`src/rtl/y86_pkg.sv`:
```
// Shared Y86-64 definitions: instruction codes, stat codes, register ids
// and the bubble contents of the F/D pipeline register.
package y86_pkg;

  // Instruction codes
  localparam logic [3:0] IHALT   = 4'h0;
  localparam logic [3:0] INOP    = 4'h1;
  localparam logic [3:0] IRRMOVQ = 4'h2;
  localparam logic [3:0] IIRMOVQ = 4'h3;
  localparam logic [3:0] IRMMOVQ = 4'h4;
  localparam logic [3:0] IMRMOVQ = 4'h5;
  localparam logic [3:0] IOPQ    = 4'h6;
  localparam logic [3:0] IJXX    = 4'h7;
  localparam logic [3:0] ICALL   = 4'h8;
  localparam logic [3:0] IRET    = 4'h9;
  localparam logic [3:0] IPUSHQ  = 4'hA;
  localparam logic [3:0] IPOPQ   = 4'hB;

  // Stat codes
  localparam logic [2:0] SBUB = 3'd0;
  localparam logic [2:0] SAOK = 3'd1;
  localparam logic [2:0] SHLT = 3'd2;
  localparam logic [2:0] SADR = 3'd3;
  localparam logic [2:0] SINS = 3'd4;

  // Register ids
  localparam logic [3:0] RRSP  = 4'h4;
  localparam logic [3:0] RNONE = 4'hF;

  // Contents of the F/D register
  typedef struct packed {
    logic [2:0]  stat;
    logic [3:0]  icode;
    logic [3:0]  ifun;
    logic [3:0]  ra;
    logic [3:0]  rb;
    logic [63:0] valc;
    logic [63:0] valp;
  } d_reg_t;

  // Bubble: a nop with no register operands and cleared values
  localparam d_reg_t D_BUBBLE = '{
    stat:  SBUB,
    icode: INOP,
    ifun:  4'h0,
    ra:    RNONE,
    rb:    RNONE,
    valc:  64'h0,
    valp:  64'h0
  };

endpackage

```
`src/rtl/fetch_stage_f_split.sv`:
```
// f_split: combinational split of the ten instruction bytes into fields.
// A memory error turns the instruction into a nop so no operands are used.
module f_split
  import y86_pkg::*;
(
  input  logic [79:0] imem_data_i,
  input  logic        imem_error_i,
  output logic [3:0]  icode_o,
  output logic [3:0]  ifun_o,
  output logic [3:0]  ra_o,
  output logic [3:0]  rb_o,
  output logic [63:0] valc_o,
  output logic        need_regids_o,
  output logic        need_valc_o,
  output logic        instr_valid_o
);

  logic [3:0] icode_s;

  // Byte 0 decode and operand-presence classification
  always_comb begin
    icode_s       = imem_data_i[7:4];
    ifun_o        = imem_data_i[3:0];
    need_regids_o = 1'b0;
    need_valc_o   = 1'b0;
    if (imem_error_i) begin
      icode_s = INOP;
      ifun_o  = 4'h0;
    end else begin
      icode_s = imem_data_i[7:4];
      ifun_o  = imem_data_i[3:0];
    end
    case (icode_s)
      IRRMOVQ, IOPQ, IPUSHQ, IPOPQ: need_regids_o = 1'b1;
      IIRMOVQ, IRMMOVQ, IMRMOVQ:    begin need_regids_o = 1'b1; need_valc_o = 1'b1; end
      IJXX, ICALL:                  need_valc_o   = 1'b1;
      default:                      begin need_regids_o = 1'b0; need_valc_o = 1'b0; end
    endcase
  end

  // Register specifiers and constant word extraction
  always_comb begin
    ra_o   = RNONE;
    rb_o   = RNONE;
    valc_o = 64'h0;
    if (need_regids_o) begin
      ra_o = imem_data_i[15:12];
      rb_o = imem_data_i[11:8];
    end else begin
      ra_o = RNONE;
      rb_o = RNONE;
    end
    if (!need_valc_o) begin
      valc_o = 64'h0;
    end else if (need_regids_o) begin
      valc_o = imem_data_i[79:16];
    end else begin
      valc_o = imem_data_i[71:8];
    end
  end

  assign icode_o       = icode_s;
  assign instr_valid_o = (icode_s <= IPOPQ);

endmodule

```
`src/rtl/fetch_stage.sv`:
```
// fetch_stage: Y86-64 fetch with PC selection, predicted-PC register and
// the F/D pipeline register.
// Optional macro FETCH_HALT_FREEZE_EN: once a halt/error instruction enters
// D, fetch freezes (PC held, D fed bubbles) until reset.
module fetch_stage
  import y86_pkg::*;
#(
  parameter logic [63:0] RESET_PC = 64'h0
) (
  input  logic        clk,
  input  logic        rst,
  input  logic        F_stall,
  input  logic        D_stall,
  input  logic        D_bubble,
  input  logic [3:0]  M_icode,
  input  logic        M_Cnd,
  input  logic [63:0] M_valA,
  input  logic [3:0]  W_icode,
  input  logic [63:0] W_valM,
  output logic [63:0] imem_addr,
  input  logic [79:0] imem_data,
  input  logic        imem_error,
  output logic [63:0] f_predPC,
  output logic [2:0]  D_stat,
  output logic [3:0]  D_icode,
  output logic [3:0]  D_ifun,
  output logic [3:0]  D_rA,
  output logic [3:0]  D_rB,
  output logic [63:0] D_valC,
  output logic [63:0] D_valP
);

  logic [63:0] f_pc_s;
  logic [3:0]  icode_s;
  logic [3:0]  ifun_s;
  logic [3:0]  ra_s;
  logic [3:0]  rb_s;
  logic [63:0] valc_s;
  logic [63:0] valp_s;
  logic        need_regids_s;
  logic        need_valc_s;
  logic        instr_valid_s;
  logic [2:0]  f_stat_s;
  logic [63:0] pred_pc_q;
  d_reg_t      d_q;
  d_reg_t      d_d;
  logic        frozen_s;
  logic        d_load_s;

  // PC select: mispredicted jump beats return, otherwise use the prediction
  always_comb begin
    f_pc_s = pred_pc_q;
    if ((M_icode == IJXX) && !M_Cnd) begin
      f_pc_s = M_valA;
    end else if (W_icode == IRET) begin
      f_pc_s = W_valM;
    end else begin
      f_pc_s = pred_pc_q;
    end
  end

  f_split u_f_split (
    .imem_data_i   (imem_data),
    .imem_error_i  (imem_error),
    .icode_o       (icode_s),
    .ifun_o        (ifun_s),
    .ra_o          (ra_s),
    .rb_o          (rb_s),
    .valc_o        (valc_s),
    .need_regids_o (need_regids_s),
    .need_valc_o   (need_valc_s),
    .instr_valid_o (instr_valid_s)
  );

  // Fall-through address, status and next-PC prediction
  always_comb begin
    valp_s = f_pc_s + 64'd1 + {63'd0, need_regids_s} + (need_valc_s ? 64'd8 : 64'd0);
    if (imem_error) begin
      f_stat_s = SADR;
    end else if (!instr_valid_s) begin
      f_stat_s = SINS;
    end else if (icode_s == IHALT) begin
      f_stat_s = SHLT;
    end else begin
      f_stat_s = SAOK;
    end
    if ((icode_s == IJXX) || (icode_s == ICALL)) begin
      f_predPC = valc_s;
    end else begin
      f_predPC = valp_s;
    end
  end

  // D next-state: hold on stall, bubble on request or freeze, else load
  always_comb begin
    d_d      = d_q;
    d_load_s = 1'b0;
    if (D_stall) begin
      d_d = d_q;
    end else if (D_bubble || frozen_s) begin
      d_d = D_BUBBLE;
    end else begin
      d_load_s = 1'b1;
      d_d      = '{stat: f_stat_s, icode: icode_s, ifun: ifun_s, ra: ra_s,
                   rb: rb_s, valc: valc_s, valp: valp_s};
    end
  end

`ifdef FETCH_HALT_FREEZE_EN
  logic frozen_q;

  // Sticky freeze once a non-AOK instruction is loaded into D
  always_ff @(posedge clk) begin
    if (rst) begin
      frozen_q <= 1'b0;
    end else if (d_load_s && (f_stat_s != SAOK)) begin
      frozen_q <= 1'b1;
    end else begin
      frozen_q <= frozen_q;
    end
  end

  assign frozen_s = frozen_q;
`else
  assign frozen_s = 1'b0;
`endif

  // Predicted-PC register
  always_ff @(posedge clk) begin
    if (rst) begin
      pred_pc_q <= RESET_PC;
    end else if (!F_stall && !frozen_s) begin
      pred_pc_q <= f_predPC;
    end else begin
      pred_pc_q <= pred_pc_q;
    end
  end

  // F/D pipeline register
  always_ff @(posedge clk) begin
    if (rst) begin
      d_q <= D_BUBBLE;
    end else begin
      d_q <= d_d;
    end
  end

  assign imem_addr = f_pc_s;
  assign D_stat    = d_q.stat;
  assign D_icode   = d_q.icode;
  assign D_ifun    = d_q.ifun;
  assign D_rA      = d_q.ra;
  assign D_rB      = d_q.rb;
  assign D_valC    = d_q.valc;
  assign D_valP    = d_q.valp;

endmodule

```
`config.mk`:
```
export PLATFORM = sky130hd
export DESIGN_NAME = fetch_stage
export DESIGN_NICKNAME = d
export VERILOG_FILES = /design/src/rtl/y86_pkg.sv /design/src/rtl/fetch_stage_f_split.sv /design/src/rtl/fetch_stage.sv
export SDC_FILE = /design/constraint.sdc
export NUM_CORES = 1
export LEC_CHECK = 0
export BUFFER_PORTS_ARGS = -buffer_cell sky130_fd_sc_hd__buf_2
export CAP_MARGIN = 10
export CORE_AREA = 2 2 192 194
export CTS_CLUSTER_DIAMETER = 100
export DETAILED_ROUTE_END_ITERATION = 8
export DIE_AREA = 0 0 194 196
export PLACE_DENSITY = 0.64
export RECOVER_POWER = 25
export SLEW_MARGIN = 40
export SYNTH_ARGS = -nofsm -noshare
export SYNTH_HDL_FRONTEND = slang
export SYNTH_SLANG_ARGS = --single-unit
```
`constraint.sdc`:
```
create_clock -name clk -period 7.1 [get_ports clk]
set_input_delay 1.42 -clock clk [delete_from_list [all_inputs] [get_ports clk]]
set_output_delay 1.42 -clock clk [all_outputs]
set_load 0.01 [all_outputs]
```
==> metrics.csv, run 1 <==
metric,value,unit
clock_skew,22.12,ps
slowest_stage,or4_1,
violations,"capacitance limit, slew limit",
antenna_found_initial,5,
layout_commonest_cell,buf_2,
dp_cells,2692,
grt_pass1_wl,99.91,mm
synthTopCellsByArea,"dfxtp_1 (32%), nand2_1 (11%), nor2_1 (5.8%)",
muxShareOfSynthArea,7.535,%
cts_sinks,211,
die_w,194,um
netlist_area,0.01324,mm2
ys_seq_area_share,31.92,%
insertion_delay,560,ps
grt_usage,34.56,%
synth_top_area_share,31.92,%
avgSynthCellArea,7.256,um2
mostFrequentLayoutCells,"buf_2 (375), nand2_1 (370), dfxtp_1 (211)",
min_period,6725,ps
period_share,94.72,%
initial_core_util,36.68,%
cp_cell_sequence,"buf_2, and3b_1, and2_2, a21oi_1, ha_1, inv_1, ha_1, nand2_1, o31ai_2, and2_1, nand4_2, or4_1, a31oi_1, buf_2",
wl,69.27,mm
hold_viol,0,
max_freq,148.7,MHz
synth-adder-area-share,0.3781,%
fin_setup_tns,0,ps
path_delay_family,simple AND/OR/NAND/NOR gates,
setup_violations,0,
clkPwrFrac,43.6,%
finalHoldWorstSlack,450.6,ps
grt_max_degree,94,
critPathKind,in2out,
cts_setup_buffers,0,
critical_path_peak_fanout,16,
power.static_leakage,0.007211,uW
p_int,2366,uW
fin_nets,2480,
cp.depth,14,
maxCapViolations,1,
critPathBufInv,3,
cts_tree,done,
routedWlPerCell,25.27,um
synth-main-ff-cell,dfxtp_1,
drive_gt1_share,24.31,%
first_global_vias,15246,
hold_path.class,reg2reg,
clk_root_buffer_cell,clkbuf_16,
place.gp.congestion,1.010,
maxSlewHeadroom,-76.33,%
yosysWarnings,0,
synth-compound-area-share,23.10,%
die_h,196,um
p_switching,1046,uW
worstSetupEndpointType,primary output,
synth_edf_count,0,
drt_pass1_iterations,6,
async_flop_share,0,%
die_area,0.03802,mm2
switching_share,30.67,%
vias,16185,
min_path_cells,1,
htree_levels,1,
io_buffers,497,
synth_area_leader_cell,dfxtp_1,
cts_buffers,27,
p_seq_share,36.5,%
synth_top_family_by_area,simple AND/OR/NAND/NOR gates,
critPathRequiredTime,5680,ps
fin_cells,2741,
core_area,0.03608,mm2
path_clk_slew,60,ps
worstMarginPinSlew,2645,ps
status,"finished, violations left",
drtAntennaViolNets,0,
syn_inst,1824,
cts_hold_buf,0,
num_io_pins,498,
rsz0062_at_grt,no,
yosysUniqueCellTypes,80,
syn-num-nets,2051,
slew_viol_final,51,
r2r_cells,13,
synth-xor-area-share,3.243,%
drc,0,
clock_path_buffers,3,
combPwrFrac,19.8,%
place_hpwl,52.77,mm
max_stage_delay,730,ps
p_per_area,200.7,mW/mm2
ys_ff_latch,211,
grt_remaining_overflow,0,
start_kind,input port,
ir_drop,0.0001721,V
num_rows,70,
drtIter0Drc,1591,
synthSimpleGateAreaFrac,27.94,%
area_growth,28.47,%
viasPerCell,5.905,
cp.arrival,5310,ps
cts_resized,0,
stage by stage:
stage	setup WS, ps	cell area [um2]	utilization [%]	total power (uW)
global route	200.9	17000	47.12	3521
finish	374.9	17000	47.12	3412
detailed placement	467.8	16220	44.95	1937
floorplan	286.9	13240	-	1605
CTS	491.6	17150	47.53	3419
global placement	466.9	16140	44.72	1928
worst register-to-register path: cells and delay by family (launching register included):
| kind | cells | cell delay [ps] |
|---|---|---|
| and+or+nand+nor | 5 | 1680 |
| AOI/OAI and AO/OA | 5 | 1210 |
| adders and majority gates | 2 | 400 |
| DFF | 1 | 350 |
| buffers and inverters | 1 | 50 |
routing by layer:
layer / vias up / global-route usage, % / wire [um]
li1: 7364 / - / -
met1: 7714 / 46.76 / 29080
met2: 981 / 53.21 / 30310
met3: 122 / 9.954 / 7847
met4: 4 / 10.49 / 2005
met5: - / 0 / 23
Yosys cell counts (all sizes together), types with 6 or more instances:
| master | number |
|---|---|
| o21a | 19 |
| o2bb2ai | 13 |
| o32ai | 7 |
| dfxtp | 211 |
| nand2 | 373 |
| nor4 | 24 |
| o22ai | 11 |
| a31oi | 36 |
| buf | 47 |
| nor2 | 206 |
| and3 | 24 |
| nand4 | 40 |
| mux2i | 50 |
| a22oi | 81 |
| or4 | 9 |
| and2 | 13 |
| xor2 | 16 |
| a22o | 19 |
| a211oi | 9 |
| mux2 | 42 |
| a21oi | 148 |
| xnor2 | 33 |
| or3 | 11 |
| nor3 | 24 |
| nand3 | 57 |
| a221o | 6 |
| clkbuf | 102 |
| inv | 34 |
| a21o | 8 |
| o21ai | 74 |
cell type report:
cell class	count	area, um2
Fill cell	3831	19080
Tap cell	468	585.6
Clock buffer	37	753.2
Clock inverter	10	180.2
Sequential cell	211	4224
Inverter	34	127.6
Multi-Input combinational cell	1430	8307
Antenna cell	2	5.005
Timing Repair Buffer	549	2821
registers in the layout, summed over array words and instances (netlist names):
signal,cells
D_valC,64
D_valP,64
pred_pc_q,64
D_icode,4
D_ifun,4
D_rA,4
D_rB,4
D_stat,3
worst paths after layout:
kind	from	endpoint	slack, ps
worst max-delay path	M_icode[3]	f_predPC[52]	370
worst min-delay path	D_valP[44]	D_valP[44]	450
worst max register to register	pred_pc_q[0]	pred_pc_q[52]	3380
worst min register to register	D_valP[44]	D_valP[44]	450
logic make-up after synthesis:
group                    count (synthesis)
AO/OA/AOI/OAI                          472
XOR/XNOR                                49
adder cells (fa/ha/maj)                  4
buffers and inverters                  183
flip-flops                             211
multiplexers                            92
AND/OR/NAND/NOR                        813
power by group through the flow:
stage	clock [uW]	sequential [uW]	combinational, uW
final	1490	1250	676
after floorplan	0	1270	339
after global placement	0	1270	658
after CTS	1500	1240	670
after detailed placement	0	1270	667
after global routing	1550	1250	720
(Power assumes the default switching activity.)
==> run 2: changes to the inputs <==
--- a/config.mk
+++ b/config.mk
@@ -9,9 +9,9 @@
 export CAP_MARGIN = 10
-export CORE_AREA = 2 2 192 194
+export CORE_AREA = 8 8 187 189
 export CTS_CLUSTER_DIAMETER = 100
 export DETAILED_ROUTE_END_ITERATION = 8
-export DIE_AREA = 0 0 194 196
-export PLACE_DENSITY = 0.64
+export DIE_AREA = 0 0 195 197
+export PLACE_DENSITY = 0.7
 export RECOVER_POWER = 25
-export SLEW_MARGIN = 40
+export SLEW_MARGIN = 20
 export SYNTH_ARGS = -nofsm -noshare
--- a/constraint.sdc
+++ b/constraint.sdc
@@ -3,2 +3,2 @@
 set_output_delay 1.42 -clock clk [all_outputs]
-set_load 0.01 [all_outputs]
+set_load 0.05 [all_outputs]
==> run 2 against run 1 <==
The run still ends with capacitance limit, slew limit left; clock power down 3%; sequential share of layout area fell by 0.40 points; worst hold slack worse by 1.7 ps; non-clock buffer count fell by 7; flip-flop and latch count unchanged; first-iteration DRC count grew 14%; sequential power about the same; register-to-register slack got worse by 110 ps; core utilization rose by 6.8 points; global-route usage decreased by 0.44 points; count of clock-buffer cells in the layout decreased by 3; largest cell class unchanged; largest power group unchanged; highest routed layer unchanged.
==> metrics.csv, run 2 (synthesis gave the netlist of run 1 again) <==
metric,value,unit,change
place.gp.congestion,0.9598,,was 1.010
routedWlPerCell,26.08,um,was 25.27 um
num_io_pins,498,,unchanged
status,"finished, violations left",,unchanged
htree_levels,1,,unchanged
cp.arrival,5350,ps,was 5310 ps
fin_nets,2472,,"was 2,480"
cts_buffers,26,,was 27
critPathKind,in2out,,unchanged
r2r_start,pred_pc_q[0],,unchanged
grt_usage,34.12,%,was 34.56%
cts_tree,done,,unchanged
die_w,195,um,was 194 um
r2r_slack,3270,ps,was 3380 ps
die_h,197,um,was 196 um
antenna_found_initial,6,,was 5
cts_resized,0,,unchanged
cts_setup_buffers,0,,unchanged
grt_max_degree,79,,was 94
min_period,6774,ps,was 6725 ps
fin_setup_tns,0,ps,unchanged
vias,16162,,was 16.19k
cts_hold_buf,0,,unchanged
drive_gt1_share,25.17,%,was 24.31%
wl,69.85,mm,was 69.27 mm
wl_met3,7.815,mm,was 7.847 mm
clock_path_buffers,3,,unchanged
cts_sinks,211,,unchanged
area_growth,30.57,%,was 28.47%
die_area,0.03842,mm2,was 0.03802 mm2
insertion_delay,540,ps,was 560 ps
violations,"capacitance limit, slew limit",,unchanged
r2r_cells,14,,was 13
clock_skew,12.73,ps,was 22.12 ps
critPathRequiredTime,5680,ps,about the same
critPathLaunch,M_icode[3],,unchanged
mostFrequentLayoutCells,"nand2_1 (371), buf_2 (356), dfxtp_1 (211)",,"was buf_2 (375), nand2_1 (370), dfxtp_1 (211)"
first_global_vias,15654,,was 15.25k
drtAntennaViolNets,0,,unchanged
drt_pass1_iterations,7,,was 6
maxCapViolations,1,,unchanged
io_buffers,497,,unchanged
endpoint,f_predPC[54],,was f_predPC[52]
initial_core_util,41.31,%,was 36.68%
dr.max_layer_used,met5,,unchanged
place_hpwl,53.72,mm,was 52.77 mm
slew_viol_final,61,,was 51
hold_viol,0,,unchanged
viasPerCell,6.035,,was 5.905
met1Wirelength,28.84,mm,was 29.08 mm
dr_wl_met2,31.15,mm,was 30.31 mm
ir_drop,0.0001395,V,was 0.0001721 V
critical_path_peak_fanout,8,,was 16
p_per_area,211.5,mW/mm2,was 200.7 mW/mm2
maxSlewHeadroom,-84.49,%,was -76.33%
core_area,0.03204,mm2,was 0.03608 mm2
max_freq,147.6,MHz,was 148.7 MHz
grt_pass1_wl,101.4,mm,was 99.91 mm
setup_violations,0,,unchanged
rsz0062_at_grt,no,,unchanged
worstSetupEndpointType,primary output,,unchanged
reg2reg_to,pred_pc_q[36],,was pred_pc_q[52]
power.static_leakage,0.007256,uW,was 0.007211 uW
grt_remaining_overflow,0,,unchanged
path_clk_slew,60,ps,about the same
num_rows,66,,was 70
period_share,95.40,%,was 94.72%
clk_root_buffer_cell,clkbuf_16,,unchanged
drc,0,,unchanged
hold_path.class,reg2reg,,unchanged
drtIter0Drc,1814,,"was 1,591"
fin_util,53.94,%,was 47.12%
worstMarginPinSlew,2767,ps,was 2645 ps
start_kind,input port,,unchanged
layout_commonest_cell,nand2_1,,was buf_2
min-delay-start,D_valP[29],,was D_valP[44]
run 2: cell types whose count changed in the layout (fill, tap and decap cells not counted), moves of 7 or more:
cell	previous run	this run
a21oi_1	146	137
a31oi_1	36	29
buf_12	3	23
buf_2	375	356
a21oi_2	1	8
run 2: how the worst min path moves through the flow:
stage,slack (ps),end,depth (start not counted)
2_1_floorplan,440,pred_pc_q[32],2
3_3_place_gp,430,D_valP[46],1
3_5_place_dp,440,D_valP[46],1
4_1_cts,450,D_valP[46],1
5_1_grt,480,D_valP[29],2
6_report,450,D_valP[29],2
run 2: worst max-delay path: stages:
cell and delay (ps):
buf_2 90, and3b_1 320, nand2_2 220, nor2_1 230, a31oi_4 50, ha_1 390
nand2_1 90, o31ai_2 550, and2_1 280, nand4_1 230, nor4_1 710, xnor2_1 240
mux2_2 310, buf_2 210
run 2: routing by layer:
| layer | GRT usage, % | up-vias |
|---|---|---|
| met2 | 54.03 | 1003 |
| met4 | 10.42 | 2 |
| met1 | 45.12 | 7700 |
| li1 | - | 7341 |
| met3 | 8.784 | 116 |
| met5 | 0 | - |
run 2: layout make-up:
type	count	area, um2
tap	408	510.5
antenna	5	12.51
fill	3188	14760
multi-input combinational	1430	8454
clock inverter	14	178.9
timing repair buffer	542	3032
clock buffer	34	742.0
sequential	211	4224
inverter	34	127.6
run 2: per-stage QoR:
| step | hold WS, ps | setup slack (ps) | area, um2 | cells | power [uW] |
|---|---|---|---|---|---|
| CTS | 449.9 | 434.7 | 17420 | 2673 | 3655 |
| global route | 478.5 | 131.1 | 17280 | 2677 | 3753 |
| floorplan | 442.8 | 1.867 | 13390 | 1824 | 1854 |
| finish | 448.9 | 326.3 | 17280 | 2678 | 3655 |
| global placement | 432.1 | 475.8 | 16470 | 2624 | 2216 |
| detailed placement | 436.2 | 461.9 | 16500 | 2625 | 2223 |
run 2: report_power, final:
part | internal [uW] | switching [uW] | leakage, uW
Clock | 879 | 566 | 0.000453
Sequential | 1220 | 27.3 | 0.00171
Combinational | 271 | 694 | 0.00509
Total | 2370 | 1290 | 0.00726
